--- src/rtl/pipelined_cla_adder_if.sv ---
// Operand/result handshake bundle for the pipelined carry-lookahead adder.
interface pipelined_cla_adder_if #(parameter int WIDTH = 32) ();
  logic             in_valid;
  logic             in_ready;
  logic [WIDTH-1:0] a;
  logic [WIDTH-1:0] b;
  logic             cin;
  logic             sub;
  logic             out_valid;
  logic             out_ready;
  logic [WIDTH-1:0] sum;
  logic             cout;
  logic             ovf;
  logic             zero;

  modport master (output in_valid, a, b, cin, sub, out_ready,
                  input  in_ready, out_valid, sum, cout, ovf, zero);
  modport slave  (input  in_valid, a, b, cin, sub, out_ready,
                  output in_ready, out_valid, sum, cout, ovf, zero);
endinterface

--- src/rtl/pipelined_cla_adder.sv ---
// Add/sub split into STAGES segments; each segment is a chain of GROUP-bit lookahead
// blocks fed by the carry registered from the previous segment.
module pipelined_cla_adder #(
  parameter int WIDTH  = 32,
  parameter int GROUP  = 4,
  parameter int STAGES = 2
) (
  input logic                clk,
  input logic                rst,
  pipelined_cla_adder_if.slave bus
);
  logic en;

  // Whole pipe moves as one; a held result freezes everything behind it.
  assign en           = !bus.out_valid || bus.out_ready;
  assign bus.in_ready = en;

  generate
    if (STAGES < 1 || GROUP < 1 || (WIDTH % (GROUP * STAGES)) != 0) begin : g_bad
      $error("pipelined_cla_adder: WIDTH must be a multiple of GROUP*STAGES and STAGES >= 1");
    end else begin : g_pipe
      localparam int SEG = WIDTH / STAGES;
      localparam int NG  = SEG / GROUP;
      localparam int L   = STAGES - 1;

      for (genvar k = 0; k < STAGES; k++) begin : stg
        localparam int LO = k * SEG;
        localparam int HI = LO + SEG;

        // ia/ib: operand bits not yet summed; s_n: sum bits known after this stage
        logic [WIDTH-1:LO] ia, ib;
        logic              ic, iv;
        logic [NG:0]       gc;
        logic [HI-1:0]     s_n;
        logic [HI-1:0]     s_r;
        logic              c_r, v_r;

        if (k == 0) begin : g_in
          assign ia = bus.a;
          assign ib = bus.sub ? ~bus.b : bus.b;
          assign ic = bus.sub | bus.cin;
          assign iv = bus.in_valid;
        end else begin : g_in
          assign ia             = stg[k-1].g_skew.a_r;
          assign ib             = stg[k-1].g_skew.b_r;
          assign ic             = stg[k-1].c_r;
          assign iv             = stg[k-1].v_r;
          assign s_n[LO-1:0]    = stg[k-1].s_r;
        end

        assign gc[0] = ic;
        for (genvar g = 0; g < NG; g++) begin : grp
          cla_group #(.W(GROUP)) u_cla (
            .a  (ia[LO+g*GROUP +: GROUP]),
            .b  (ib[LO+g*GROUP +: GROUP]),
            .ci (gc[g]),
            .s  (s_n[LO+g*GROUP +: GROUP]),
            .co (gc[g+1])
          );
        end

        always_ff @(posedge clk) begin
          if (rst) begin
            v_r <= 1'b0;
            s_r <= '0;
            c_r <= 1'b0;
          end else if (en) begin
            v_r <= iv;
            s_r <= s_n;
            c_r <= gc[NG];
          end
        end

        if (k != L) begin : g_skew
          logic [WIDTH-1:HI] a_r, b_r;
          always_ff @(posedge clk) begin
            if (rst) begin
              a_r <= '0;
              b_r <= '0;
            end else if (en) begin
              a_r <= ia[WIDTH-1:HI];
              b_r <= ib[WIDTH-1:HI];
            end
          end
        end
      end

      logic ovf_r, zero_r;

      // Flags come from the final-stage sum so they stay aligned with it.
      always_ff @(posedge clk) begin
        if (rst) begin
          ovf_r  <= 1'b0;
          zero_r <= 1'b1;
        end else if (en) begin
          ovf_r  <= (stg[L].ia[WIDTH-1] == stg[L].ib[WIDTH-1]) &&
                    (stg[L].s_n[WIDTH-1] != stg[L].ia[WIDTH-1]);
          zero_r <= ~|stg[L].s_n;
        end
      end

      assign bus.out_valid = stg[L].v_r;
      assign bus.sum       = stg[L].s_r;
      assign bus.cout      = stg[L].c_r;
      assign bus.ovf       = ovf_r;
      assign bus.zero      = zero_r;
    end
  endgenerate
endmodule

module cla_group #(parameter int W = 4) (
  input  logic [W-1:0] a,
  input  logic [W-1:0] b,
  input  logic         ci,
  output logic [W-1:0] s,
  output logic         co
);
  logic [W-1:0] g, p;
  logic [W:0]   c;
  logic         acc, term;

  assign g = a & b;
  assign p = a ^ b;

  // Each carry is a flat OR of g/p/ci product terms, never the previous carry.
  always_comb begin
    c    = '0;
    acc  = 1'b0;
    term = 1'b0;
    c[0] = ci;
    for (int i = 0; i < W; i++) begin
      acc = ci;
      for (int m = 0; m <= i; m++) acc = acc & p[m];
      for (int j = 0; j <= i; j++) begin
        term = g[j];
        for (int m = j + 1; m <= i; m++) term = term & p[m];
        acc = acc | term;
      end
      c[i+1] = acc;
    end
  end

  assign s  = p ^ c[W-1:0];
  assign co = c[W];
endmodule
--- src/flat_wrapper.sv ---
// flat-port wrapper written by rule: the top's interface ports become plain ports
module pipelined_cla_adder_flat 
#(
  parameter int WIDTH  = 32,
  parameter int GROUP  = 4,
  parameter int STAGES = 2
)
  (clk, rst, bus_in_valid, bus_a, bus_b, bus_cin, bus_sub, bus_out_ready, bus_in_ready, bus_out_valid, bus_sum, bus_cout, bus_ovf, bus_zero);
  pipelined_cla_adder_if #(.WIDTH(WIDTH)) bus_i ();
  input logic clk;
  input logic rst;
  input wire logic [$bits(bus_i.in_valid)-1:0] bus_in_valid;
  input wire logic [$bits(bus_i.a)-1:0] bus_a;
  input wire logic [$bits(bus_i.b)-1:0] bus_b;
  input wire logic [$bits(bus_i.cin)-1:0] bus_cin;
  input wire logic [$bits(bus_i.sub)-1:0] bus_sub;
  input wire logic [$bits(bus_i.out_ready)-1:0] bus_out_ready;
  output wire logic [$bits(bus_i.in_ready)-1:0] bus_in_ready;
  output wire logic [$bits(bus_i.out_valid)-1:0] bus_out_valid;
  output wire logic [$bits(bus_i.sum)-1:0] bus_sum;
  output wire logic [$bits(bus_i.cout)-1:0] bus_cout;
  output wire logic [$bits(bus_i.ovf)-1:0] bus_ovf;
  output wire logic [$bits(bus_i.zero)-1:0] bus_zero;
  assign bus_i.in_valid = bus_in_valid;
  assign bus_i.a = bus_a;
  assign bus_i.b = bus_b;
  assign bus_i.cin = bus_cin;
  assign bus_i.sub = bus_sub;
  assign bus_i.out_ready = bus_out_ready;
  assign bus_in_ready = bus_i.in_ready;
  assign bus_out_valid = bus_i.out_valid;
  assign bus_sum = bus_i.sum;
  assign bus_cout = bus_i.cout;
  assign bus_ovf = bus_i.ovf;
  assign bus_zero = bus_i.zero;
  pipelined_cla_adder #(.WIDTH(WIDTH), .GROUP(GROUP), .STAGES(STAGES)) u_core (.clk(clk), .rst(rst), .bus(bus_i));
endmodule
--- config.mk ---
export PLATFORM = sky130hd
export DESIGN_NAME = pipelined_cla_adder_flat
export DESIGN_NICKNAME = d
export VERILOG_FILES = /design/src/rtl/pipelined_cla_adder_if.sv /design/src/rtl/pipelined_cla_adder.sv /design/src/flat_wrapper.sv
export SDC_FILE = /design/constraint.sdc
export NUM_CORES = 1
export LEC_CHECK = 0
export ABC_CLOCK_PERIOD_IN_PS = 5400
export CAP_MARGIN = 20
export CORE_ASPECT_RATIO = 1.75
export CORE_MARGIN = 2
export CORE_UTILIZATION = 45
export DETAILED_ROUTE_END_ITERATION = 7
export PLACE_DENSITY_LB_ADDON = 0.15
export SYNTH_ARGS = -nofsm -noshare
export SYNTH_HDL_FRONTEND = slang
export SYNTH_SLANG_ARGS = --single-unit
export TNS_END_PERCENT = 30
--- constraint.sdc ---
create_clock -name clk -period 5.4 [get_ports clk]
set_input_delay 0.54 -clock clk [delete_from_list [all_inputs] [get_ports clk]]
set_output_delay 0.54 -clock clk [all_outputs]
set_load 0.02 [all_outputs]
# Word level (Yosys, flattened, before mapping)

Cells that the tools add are included.

Output and inout port bits: 37
Input port bits: 70
Logic and storage cells: 204
Bits in registers: 86

Equality and inequality tests: 2
Reductions and logical operators: 5
Muxes and demuxes: 1
Bitwise operators: 186

Operators with widths:

| kind                  | count |
|---|---|
| OR 1 bit              | 81 |
| AND 1 bit             | 80 |
| XOR 4 bit             | 16 |
| AND 4 bit             | 8 |
| two-way mux 32 bit    | 1 |
| inverter 32 bit       | 1 |
| OR reduction 32 bit   | 1 |
| logical NOT 1 bit     | 2 |
| equality test 1 bit   | 1 |
| logical AND 1 bit     | 1 |
| logical OR 1 bit      | 1 |
| inequality test 1 bit | 1 |

# Longest topological paths before layout

Gate-level depths: netlist (run 1).

Word-level depth: 35
Mapped depth: 25
Mapped depth without buffers: 23

# Hierarchy

A second synthesis (run 1) with hierarchy kept.

Cell total of the unflattened synthesis: 545
Area total of the unflattened synthesis: 5227.5 um^2

By module, submodules not included:

| module                                             | instances | area an instance (um^2) | cells an instance | sequential area each (um^2) |
|---|---|---|---|---|
| pipelined_cla_adder                                | 1         | 3948.8                  | 405               | 1721.7 |
| cla_group at u_core.g_pipe.stg[0].grp[3].u_cla ... | 5         | 166.4                   | 19                | 0.0 |
| cla_group at u_core.g_pipe.stg[0].grp[0].u_cla ... | 2         | 151.4                   | 15                | 0.0 |
| cla_group at u_core.g_pipe.stg[0].grp[2].u_cla     | 1         | 143.9                   | 15                | 0.0 |

# Least setup slack after synthesis (run 1)

OpenSTA, ideal clock, no wires.

Kind: input to register
Start point: input bus_sub
End point: register u_core.g_pipe.stg[0].s_r[15]
Buffers on the path: 3
Setup slack: -0.288 ns
Arrival: 5.572 ns
Required time: 5.284 ns
Stages on the path: 24
Cell sequence: clkbuf_1 > clkbuf_1 > buf_2 > xor2_1 > ha_1 > o21a_1 > o21a_1 > or2_1 > a21o_1 > ha_1 > o21a_1 > o21a_1 > or2_1 > a21o_1 > ha_1 > o21a_1 > o21a_1 > or2_1 > a21o_1 > ha_1 > o21a_1 > o21a_1 > or3_1 > a31o_1

Longest elaborated chain between the ends: 33
Elaborated cells on any way between the ends: 62
Classes of those cells: mux (1); bitwise (61)

RTL lines:

| what                   | RTL line                   | source |
|---|---|---|
| start: declaration     | flat_wrapper.sv:16         | `input wire logic [$bits(bus_i.sub)-1:0] bus_sub;` |
| two-way mux 32 bit     | pipelined_cla_adder.sv:40  | `assign ib = bus.sub ? ~bus.b : bus.b;` |
| XOR 4 bit              | pipelined_cla_adder.sv:123 | `assign p = a ^ b;` |
| AND 1 bit (4 in a row) | pipelined_cla_adder.sv:133 | `for (int m = 0; m <= i; m++) acc = acc & p[m];` |
| OR 1 bit (4 in a row)  | pipelined_cla_adder.sv:137 | `acc = acc \| term;` |
| AND 1 bit (4 in a row) | pipelined_cla_adder.sv:133 |  |
| OR 1 bit (4 in a row)  | pipelined_cla_adder.sv:137 |  |
| AND 1 bit (4 in a row) | pipelined_cla_adder.sv:133 |  |
| OR 1 bit (4 in a row)  | pipelined_cla_adder.sv:137 |  |
| AND 1 bit (3 in a row) | pipelined_cla_adder.sv:133 |  |
| OR 1 bit (3 in a row)  | pipelined_cla_adder.sv:137 |  |
| XOR 4 bit (*)          | pipelined_cla_adder.sv:143 | `assign s = p ^ c[W-1:0];` |
| end signal: assignment | pipelined_cla_adder.sv:69  | `s_r <= s_n;` |
| end: declaration       | pipelined_cla_adder.sv:35  | `logic [HI-1:0] s_r;` |

Every way passes the cells marked *; elsewhere a longest branch is shown, timed or not.
A chain may end at the register's enable or synchronous reset.

# Worst setup path after layout (run 1)

Start point: register u_core.g_pipe.stg[0].g_skew.b_r[16] (netlist bit)
End point: register u_core.g_pipe.zero_r (netlist: u_core.bus.zero)

Longest elaborated chain between the ends: 34
Elaborated cells on any way between the ends: 62
Classes of those cells: bitwise (60); reduce/logical (2)

RTL lines:

| what                     | RTL line                   | source |
|---|---|---|
| start: declaration       | pipelined_cla_adder.sv:75  | `logic [WIDTH-1:HI] a_r, b_r;` |
| start signal: assignment | pipelined_cla_adder.sv:82  | `b_r <= ib[WIDTH-1:HI];` |
| XOR 4 bit                | pipelined_cla_adder.sv:123 |  |
| AND 1 bit (4 in a row)   | pipelined_cla_adder.sv:133 |  |
| OR 1 bit (4 in a row)    | pipelined_cla_adder.sv:137 |  |
| AND 1 bit (4 in a row)   | pipelined_cla_adder.sv:133 |  |
| OR 1 bit (4 in a row)    | pipelined_cla_adder.sv:137 |  |
| AND 1 bit (4 in a row)   | pipelined_cla_adder.sv:133 |  |
| OR 1 bit (4 in a row)    | pipelined_cla_adder.sv:137 |  |
| AND 1 bit (3 in a row)   | pipelined_cla_adder.sv:133 |  |
| OR 1 bit (3 in a row)    | pipelined_cla_adder.sv:137 |  |
| XOR 4 bit                | pipelined_cla_adder.sv:143 |  |
| OR reduction 32 bit (*)  | pipelined_cla_adder.sv:98  | `zero_r <= ~\|stg[L].s_n;` |
| logical NOT 1 bit (*)    | pipelined_cla_adder.sv:98  |  |
| end signal: assignment   | pipelined_cla_adder.sv:98  |  |
| end: declaration         | pipelined_cla_adder.sv:88  | `logic ovf_r, zero_r;` |

Marked as above.

==> impl_metrics.json, run 1 <==
{
  "synth-edff-count": 0,
  "crit_path_max_incr_delay_ns": 0.54,
  "numPortBuffers": 106,
  "avgRoutedWirePerCell_um": 14.2,
  "clock_tree.root_cell": "clkbuf_16",
  "design.final.nets": 733,
  "crit_type": "flop to flop",
  "cts-htree-levels": 3,
  "die_h_um": 136,
  "globalplace.congestion": 0.786,
  "synth.lib_cells_used.distinct": 34,
  "cts_tree": "built",
  "clock_path_buffers": 2,
  "final.period_utilization": 0.949,
  "final_max_slew_viol_count": 0,
  "post-dp-hpwl_um": 7660,
  "global_route_wire_length_before_repair_um": 17300,
  "cells_traversed_along_the_worst_timing_path": "ha_1, ha_1, o211ai_1, nand2_1, a21o_1, ha_1, o211ai_1, nand3b_1, a21o_1, ha_1, o211ai_1, nand3b_1, and2_1, or2_1, inv_1, fa_1, nor4b_2, nand4_1, or4_1, or4b_1, o21ai_1",
  "synthesis.nets": 639,
  "worst_skew_pair.late_latency_ns": 0.34,
  "drt_first_iter_violations": 138,
  "timing.final.crit_period_ns": 5.12,
  "p_total_w": 0.00192,
  "fin_hold_ws_ns": 0.448,
  "yosys-top-cells-area": "dfxtp_1, ha_1, nand2_1",
  "synth_top_cell_area_share": 0.384,
  "finClkSkew_ns": 0.00720,
  "finalNonFillerCells": 745,
  "rows": 48,
  "hold_viol_final": 0,
  "num_antenna_cells": 0,
  "leakage_nw": 2.57,
  "synth_area_leader_cell": "dfxtp_1",
  "number_of_hold_buffers_added_after_cts": 0,
  "final_common_cell": "clkdlybuf4s50_1",
  "power-per-cell-area_mw_per_mm2": 321,
  "dp_cells": 727,
  "unrepaired_setup_endpoints_after_global_routing": "yes",
  "synth.avg_cell_area_um2": 8.60,
  "clk_pin_slew_worst_paths_ns": 0.06,
  "postSynth.topFlopCell": "dfxtp_1",
  "req_time_crit_path_ns": 5.67,
  "maxCapViolations": 0,
  "layout.cells.most_common_list": "clkdlybuf4s50_1, nand2_1, dfxtp_1",
  "maxClockFrequency_mhz": 195,
  "drc_errors": 0,
  "die_w_um": 79.4,
  "startpoint_class_of_the_critical_path": "flop",
  "floorplan.core_area_mm2": 0.00979,
  "grt_antenna_before_repair": 0,
  "finalWirelength_um": 10600,
  "synthCells": 521,
  "grt_use_total": 0.205,
  "final_ant_viol_nets": 0,
  "ys_seq_elements": 86,
  "vias": 3809,
  "fin_util": 0.611,
  "slowest_stage": "or4_1",
  "slew_headroom": 0.361,
  "synthesis.area_mm2": 0.00448,
  "crit_arrival_ns": 5.39,
  "asyncSetResetFlopFracSynth": 0,
  "globalRouteOverflowTotal": 0,
  "synth-warning-count": 0,
  "routed_via_density": 5.11,
  "cp_max_fo": 3,
  "fill_cells": 866,
  "worst_hold_startpoint": "u_core.bus.sum[24]",
  "io_pins": 107,
  "clock-sinks": 86,
  "dr.pass1.iters": 4,
  "peakVddDrop_mv": 0.174,
  "worst_pin_slew_ns": 0.958,
  "crit_path_start": "u_core.g_pipe.stg[0].g_skew.b_r[16]",
  "numCtsBuffers": 9,
  "worstSetupEndpointType": "flop",
  "r2r_start": "u_core.g_pipe.stg[0].g_skew.b_r[16]",
  "worstHoldPathType": "flop to flop",
  "critPathMostFrequentCell": "ha_1",
  "outcome": "finished clean",
  "area_growth_pct": 33.6,
  "via_count_of_the_first_global_routing_pass": 3806,
  "drive_above_1_share": 0.0597,
  "initial_utilization": 0.458,
  "die_area_mm2": 0.0108,
  "setup_viol_count_final": 0,
  "grt_start_max_net_pins": 101,
  "sequential_element_share_of_the_synthesized_area": 0.384
}
## sequential cells by signal, summed over array words and instances, names as in the netlist, 16 cells and up
signal,count
u_core.g_pipe.stg.g_skew.a_r,16
u_core.g_pipe.stg.g_skew.b_r,16
u_core.bus.sum,32
u_core.g_pipe.stg.s_r,16
## synthesized netlist by cell type (2+ instances only)
cell	instances
a211oi_1	26
a21o_1	8
a21oi_1	56
buf_2	2
buf_4	2
clkbuf_1	29
dfxtp_1	86
fa_1	8
ha_1	40
inv_1	10
inv_2	6
nand2_1	100
nand3b_1	2
nand4_1	2
nor2_1	41
nor3_1	9
nor3b_1	4
nor4_1	3
o211a_1	2
o211ai_1	4
o21a_1	12
o21ai_1	2
or2_1	6
or4_1	3
xnor2_1	24
xor2_1	26
## cell families (layout without fill, tap and decap cells)
family / count (synthesis) / count (layout) / synth area share
simple gates: 176 / 176 / 0.170
compound gates: 112 / 112 / 0.157
buf+inv: 49 / 148 / 0.0433
xor+xnor: 50 / 50 / 0.0978
fa+ha+maj: 48 / 48 / 0.147
flops: 86 / 86 / 0.384
## report_power, final
| group | internal (W) | switching [W] | leakage, nW |
|---|---|---|---|
| clock network | 0.000451 | 0.000244 | 0.159 |
| registers | 0.000708 | 0.0000509 | 0.714 |
| logic | 0.000238 | 0.000227 | 1.70 |
## stage by stage
stage          worst slack [ns]  TNS [ns]  cell area, um2
2_1_floorplan            0.0574         0            4490
5_1_grt                  -0.108    -0.108            5980
4_1_cts                  0.0490         0            5960
6_report                  0.276         0            5980
3_3_place_gp             -0.189    -0.307            5620
3_5_place_dp             -0.295    -0.632            5620
## metal layers
layer  global-route usage  up-vias  wire (um)
li1                     -     1934          -
met3               0.0365       15        397
met5                    0        -          0
met1                0.214     1765       4110
met4               0.0920        0        229
met2                0.388       95       5820
## what timing repair did
action | CTS | global route
endpoints found under the setup margin | 0 | 4
gates resized for setup | 0 | 3
buffers inserted | 0 | 2
## cell type report
class | count | area (um2) | share of cell area
clock buffers | 10 | 229 | 0.0383
clock inverters | 6 | 110 | 0.0184
inverters | 16 | 60.1 | 0.0100
multi-input cells | 386 | 2580 | 0.431
flip-flops and latches | 86 | 1720 | 0.288
well taps | 125 | 156 | 0.0261
repair buffers | 116 | 1130 | 0.189
## final timing paths
| kind | cells after the start | end | slack, ns |
|---|---|---|---|
| worst max-delay path | 21 | u_core.bus.zero | 0.28 |
| worst min register to register | 2 | u_core.bus.sum[24] | 0.45 |
| worst min-delay path | 2 | u_core.bus.sum[24] | 0.45 |
| worst max register to register | 21 | u_core.bus.zero | 0.28 |
## worst max-delay path, delay by kind of cell, from the launching register on
family,cells,cell delay (ns)
and+or+nand+nor,9,2.18
AOI/OAI and AO/OA,6,1.24
adders and majority gates,5,1.20
DFF,1,0.34
buffers and inverters,1,0.09
Note: power is estimated with default switching activity, not from simulation.
==> inputs of run 2 (changes only) <==
SLEW_MARGIN = 20   (was not set)
==> results of run 2 <==
Same layout as run 1: the final DEF is identical, and so are final timing and power.
==> RTL edit 1 (config.mk and constraints of run 1) <==
`GROUP` is set to 4 in 2 places; all go to 8.
--- a/src/rtl/pipelined_cla_adder.sv
+++ b/src/rtl/pipelined_cla_adder.sv
@@ -2,7 +2,7 @@
 // blocks fed by the carry registered from the previous segment.
 module pipelined_cla_adder #(
   parameter int WIDTH  = 32,
-  parameter int GROUP  = 4,
+  parameter int GROUP  = 8,
   parameter int STAGES = 2
 ) (
   input logic                clk,
--- a/src/flat_wrapper.sv
+++ b/src/flat_wrapper.sv
@@ -2,7 +2,7 @@
 module pipelined_cla_adder_flat 
 #(
   parameter int WIDTH  = 32,
-  parameter int GROUP  = 4,
+  parameter int GROUP  = 8,
   parameter int STAGES = 2
 )
   (clk, rst, bus_in_valid, bus_a, bus_b, bus_cin, bus_sub, bus_out_ready, bus_in_ready, bus_out_valid, bus_sum, bus_cout, bus_ovf, bus_zero);
Behaviour: unchanged (equiv_simple and equiv_induct, registers matched by name and starting in step).
==> RTL edit 1 against run 1 <==
  * Clock skew increased by 0.00074 ns
  * Worst setup slack improved by 1.0 ns
  * Wire length increased by 11%
  * Cell count increased by 3.1%
  * Design area increased by 0.21%
  * Sequential cell count unchanged
  * Area after synthesis increased by 1.3%
  * Power decreased by 0.46%
  * Critical path type is now in2reg
  * Highest routed layer unchanged
==> RTL edit 1: results (changes against run 1) <==
Synthesis
  – Synth area leaders: dfxtp_1, ha_1, nand2_1 (unchanged)
  – Synth unique cells: 49 (was 34)
  – Synth cell count leaders: nand2_1, dfxtp_1, a21oi_1, nor2_1, ha_1 (unchanged)
  – Seq/Total Area, Yosys: 38.0% (was 38.4%)
  – Avg Synthesized Cell Area: 8.28 um^2 (was 8.60 um^2)
  – Synthesized net count: 658 (was 639)

Critical path
  – FF-to-FF Start: u_core.g_pipe.stg[0].g_skew.a_r[16] (was u_core.g_pipe.stg[0].g_skew.b_r[16])
  – R2R Setup Slk: 1.60 ns (was 0.28 ns)
  – WP data arrival: 4.36 ns (was 5.39 ns)
  – Reg2reg path depth: 17 (was 21)
  – Critical Path Fanout Max: 4 (was 3)
  – CP endpoint: u_core.g_pipe.stg[0].s_r[14] (was u_core.bus.zero)

Drt
  – Via Count: 4112 (was 3809)
  – Met2 WL: 6480 um (was 5820 um)
  – Routed WL: 11700 um (was 10600 um)
  – DR WL/cell: 15.2 um (was 14.2 um)
  – DRT iter0 DRCs: 172 (was 138)
  – WL met1: 4470 um (was 4110 um)

Layout
  – Layout net count: 748 (was 733)
  – Share of cells above drive strength 1: 5.44% (was 5.97%)
  – Antenna diodes: 0 (unchanged)
  – Multi-input gate area: 2650 um^2 (was 2580 um^2)
  – FILL cells: 890 (was 866)

Power and ir drop
  – Total combinational power: 475 uW (was 465 uW)
  – Seq. pwr: 756 uW (was 759 uW)
  – Sequential Power Share: 39.6% (was 39.5%)
  – VDD IR max: 189 uV (was 174 uV)
  – P_leak: 2.47 nW (was 2.57 nW)

Timing
  – Slew HR: 40.4% (was 36.1%)
  – Fmax: 0.242 GHz (was 0.195 GHz)
  – WHS: 0.453 ns (was 0.448 ns)
  – Worst Skew: 0.00794 ns (was 0.00720 ns)

Worst hold path
  – HP Start: u_core.bus.sum[16] (was u_core.bus.sum[24])
  – Hold Path Sink: u_core.bus.sum[16] (was u_core.bus.sum[24])

Global route
  – Vias in the first global route: 4024 (was 3806)
  – Initial antenna violation count: 0 (unchanged)
  – Met2 usage: 41.5% (was 38.8%)
  – Met3 usage: 3.50% (was 3.65%)
  – Largest net degree at the start of global routing: 85 (was 101)
  – Routing usage on met1: 22.9% (was 21.4%)

Run status
  – Status: completed (unchanged)

Place
  – GP Congestion: 0.925 (was 0.786)
  – Pre-CTS setup slack: 0.894 ns (was -0.295 ns)
  – DP Area: 5660 um^2 (was 5620 um^2)
[RTL edit 1: logic make-up (layout without fill, tap and decap cells)]
family / count (synthesis) / in the layout / synth area share [%]
xor+xnor: 43 / 43 / 8.47
buf+inv: 46 / 141 / 3.89
compound gates: 134 / 134 / 18.6
simple gates: 199 / 199 / 19.4
fa+ha+maj: 40 / 40 / 11.7
flops: 86 / 86 / 38.0
[RTL edit 1: layout make-up]
class	instances	area share, %
inverters	14	0.876
flip-flops and latches	86	28.7
clock inverters	6	1.54
well taps	125	2.61
multi-input cells	416	44.1
clock buffers	10	3.99
repair buffers	111	18.2
[RTL edit 1: critical path, stage by stage]
cell	delay (ns)
clkdlybuf4s50_1	0.48
xor2_1	0.19
ha_1	0.26
ha_1	0.18
o21a_1	0.19
o21a_1	0.18
o21ai_1	0.19
and2b_1	0.19
o21ai_1	0.12
or2_1	0.24
a21o_1	0.18
ha_1	0.19
o21a_1	0.18
o21a_1	0.19
o21ai_1	0.21
a21oi_1	0.13
o21a_1	0.22
o41ai_1	0.29
==> RTL edit 2 (settings of run 1) <==
Without the edit above. Reset style: asynchronous (`rst`), changed in 3 clocked blocks.
--- a/src/rtl/pipelined_cla_adder.sv
+++ b/src/rtl/pipelined_cla_adder.sv
@@ -59,7 +59,7 @@
           );
         end
 
-        always_ff @(posedge clk) begin
+        always_ff @(posedge clk or posedge rst) begin
           if (rst) begin
             v_r <= 1'b0;
             s_r <= '0;
@@ -73,7 +73,7 @@
 
         if (k != L) begin : g_skew
           logic [WIDTH-1:HI] a_r, b_r;
-          always_ff @(posedge clk) begin
+          always_ff @(posedge clk or posedge rst) begin
             if (rst) begin
               a_r <= '0;
               b_r <= '0;
@@ -88,7 +88,7 @@
       logic ovf_r, zero_r;
 
       // Flags come from the final-stage sum so they stay aligned with it.
-      always_ff @(posedge clk) begin
+      always_ff @(posedge clk or posedge rst) begin
         if (rst) begin
           ovf_r  <= 1'b0;
           zero_r <= 1'b1;
Formal check against the unedited RTL: differs if rst is asserted again (counterexample within 4 cycles, from zero or initial values and one cycle with rst high); with rst held inactive, the same outputs for 10 cycles.
==> RTL edit 2 against run 1 <==
  * Wire length up 3.1%
  * First-iteration DRC count stayed put
  * Sequential share of layout area increased by 5.3 points
  * Sequential cell count unchanged
  * Clock skew barely moved
  * Synthesized cell count decreased by 4.4%
  * Critical path depth up 1
  * Via count fell by 2.4%
  * Area after synthesis up 4.0%
  * Worst setup slack worse by 0.15 ns
  * Design area rose by 5.4%
Power is not compared: it rests on default switching activity, and its combinational part moved more than twofold at a synthesized area within 25%.
==> RTL edit 2: results (changes against run 1) <==
Worst hold path
  – Hold Path Sink: u_core.bus.sum[13] (was u_core.bus.sum[24])
  – Worst Hold Class: reg2reg (unchanged)
  – HP Start: u_core.bus.sum[13] (was u_core.bus.sum[24])

Place
  – Inst Count DP: 716 (was 727)
  – DP Area: 5870 um^2 (was 5620 um^2)
  – Post-detail-place hpwl: 8060 um (was 7660 um)
  – GP Congestion: 0.802 (was 0.786)
  – Pre-CTS setup slack: -0.127 ns (was -0.295 ns)

Critical path
  – CP endpoint: u_core.bus.zero (unchanged)
  – R2R Setup Slk: 0.12 ns (was 0.28 ns)
  – Beginning of the critical path: u_core.g_pipe.stg[0].g_skew.a_r[16] (was u_core.g_pipe.stg[0].g_skew.b_r[16])
  – CP max stage cell: or4b_4 (was or4_1)
  – Max stage delay on crit path: 0.52 ns (was 0.54 ns)
  – WP data arrival: 5.54 ns (was 5.39 ns)
  – Reg2reg path depth: 22 (was 21)

Drt
  – WL met1: 4150 um (was 4110 um)
  – Top Layer Used: met4 (unchanged)
  – Vias per cell: 5.04 (was 5.11)
  – Met3 wire length: 398 um (was 397 um)
  – Met2 WL: 5990 um (was 5820 um)
  – Routed WL: 10900 um (was 10600 um)

Synthesis
  – Synth unique cells: 37 (was 34)
  – Synth area leaders: dfrtp_1, nand2_1, ha_1 (was dfxtp_1, ha_1, nand2_1)
  – Synth cell count leaders: nand2_1, dfrtp_1, ha_1, o21ai_1, xor2_1 (was nand2_1, dfxtp_1, a21oi_1, nor2_1, ha_1)
  – Fraction of synthesized cell area in xor and xnor cells: 8.08% (was 9.78%)
  – Area share of fa/ha/maj cells after synthesis: 14.2% (was 14.7%)
  – Gate Count Post-Synth: 498 (was 521)
  – Synth Area in Compound Gates: 9.75% (was 15.7%)
  – Synthesized net count: 616 (was 639)
  – Mux cell area share after synthesis: 0% (unchanged)
  – Post-synth top area share: 45.7% (was 38.4%)
  – Synth async-reset ratio: 100% (was 0%)
  – Seq/Total Area, Yosys: 46.2% (was 38.4%)

Global route
  – Met3 usage: 4.04% (was 3.65%)
  – GRT Util Overall: 20.6% (was 20.5%)
  – Vias in the first global route: 3737 (was 3806)
  – Largest net degree at the start of global routing: 74 (was 101)
  – Initial antenna violation count: 0 (unchanged)
  – Met2 usage: 36.7% (was 38.8%)
  – Routing usage on met1: 23.1% (was 21.4%)
  – Global-route wire length before repair: 17600 um (was 17300 um)

Layout
  – Share of cells above drive strength 1: 8.03% (was 5.97%)
  – FILL cells: 923 (was 866)
  – Layout Cells excl Fill: 737 (was 745)
  – Max FFs per register: 32 (unchanged)

Clocking
  – Clock latency on the worst-skew pair: 0.34 ns (about the same)
  – CTS root buf: clkbuf_16 (unchanged)
  – H-tree levels: 3 (unchanged)

Timing
  – Fin crit share: 97.7% (was 94.9%)
  – Slew HR: 50.2% (was 36.1%)
  – WHS: 0.468 ns (was 0.448 ns)
  – Worst Skew: 0.00679 ns (was 0.00720 ns)

Run status
  – Status: completed (unchanged)
RTL edit 2: cell count changes after synthesis, moves of 22 or more:
cell	run 1	this run
o21ai_1	2	24
dfxtp_1	86	0
dfrtp_1	0	85
a211oi_1	26	1
a21oi_1	56	18
nand2_1	100	152
RTL edit 2: logic make-up (layout without fill, tap and decap cells):
logic type / after synthesis / after routing
simple gates: 205 / 205
flops: 86 / 86
compound gates: 74 / 74
fa+ha+maj: 48 / 48
xor+xnor: 43 / 43
buf+inv: 42 / 154
RTL edit 2: power breakdown:
| part | internal (mW) | switching [mW] |
|---|---|---|
| Sequential | 0.820 | 0.122 |
| Clock | 0.443 | 0.247 |
| Combinational | 0.465 | 0.503 |
RTL edit 2: final cells by class:
type,instances,area [um^2],share of cell area [%]
Clock inverter,3,65.1,1.03
Sequential cell,86,2150,34.1
Timing Repair Buffer,119,1170,18.6
Clock buffer,13,270,4.28
Multi-Input combinational cell,370,2410,38.3
Inverter,19,72.6,1.15
Tap cell,127,159,2.52
RTL edit 2: repair_timing:
item	4_1_cts	5_1_grt
cloned	0	0
buffers inserted	0	5
pin swaps	2	10
setup endpoints to repair	1	2
gates resized for setup	2	12
RTL edit 2: worst reg2reg max path, cell delays in order (launching register included):
cell and delay (ns):
dfrtp_1 0.40, ha_1 0.31, ha_2 0.19, o21ai_2 0.18, a21boi_2 0.08, o21a_1 0.23, or2_4 0.26, ha_4 0.17
o21ai_4 0.16, a21boi_2 0.09, o21a_1 0.22, or2_4 0.26, ha_4 0.16, o211ai_1 0.20, nand3b_1 0.13, and2_1 0.17
or2_1 0.22, inv_1 0.07, fa_1 0.17, or4b_1 0.43, or4_1 0.40, or4b_4 0.53, o31ai_2 0.18
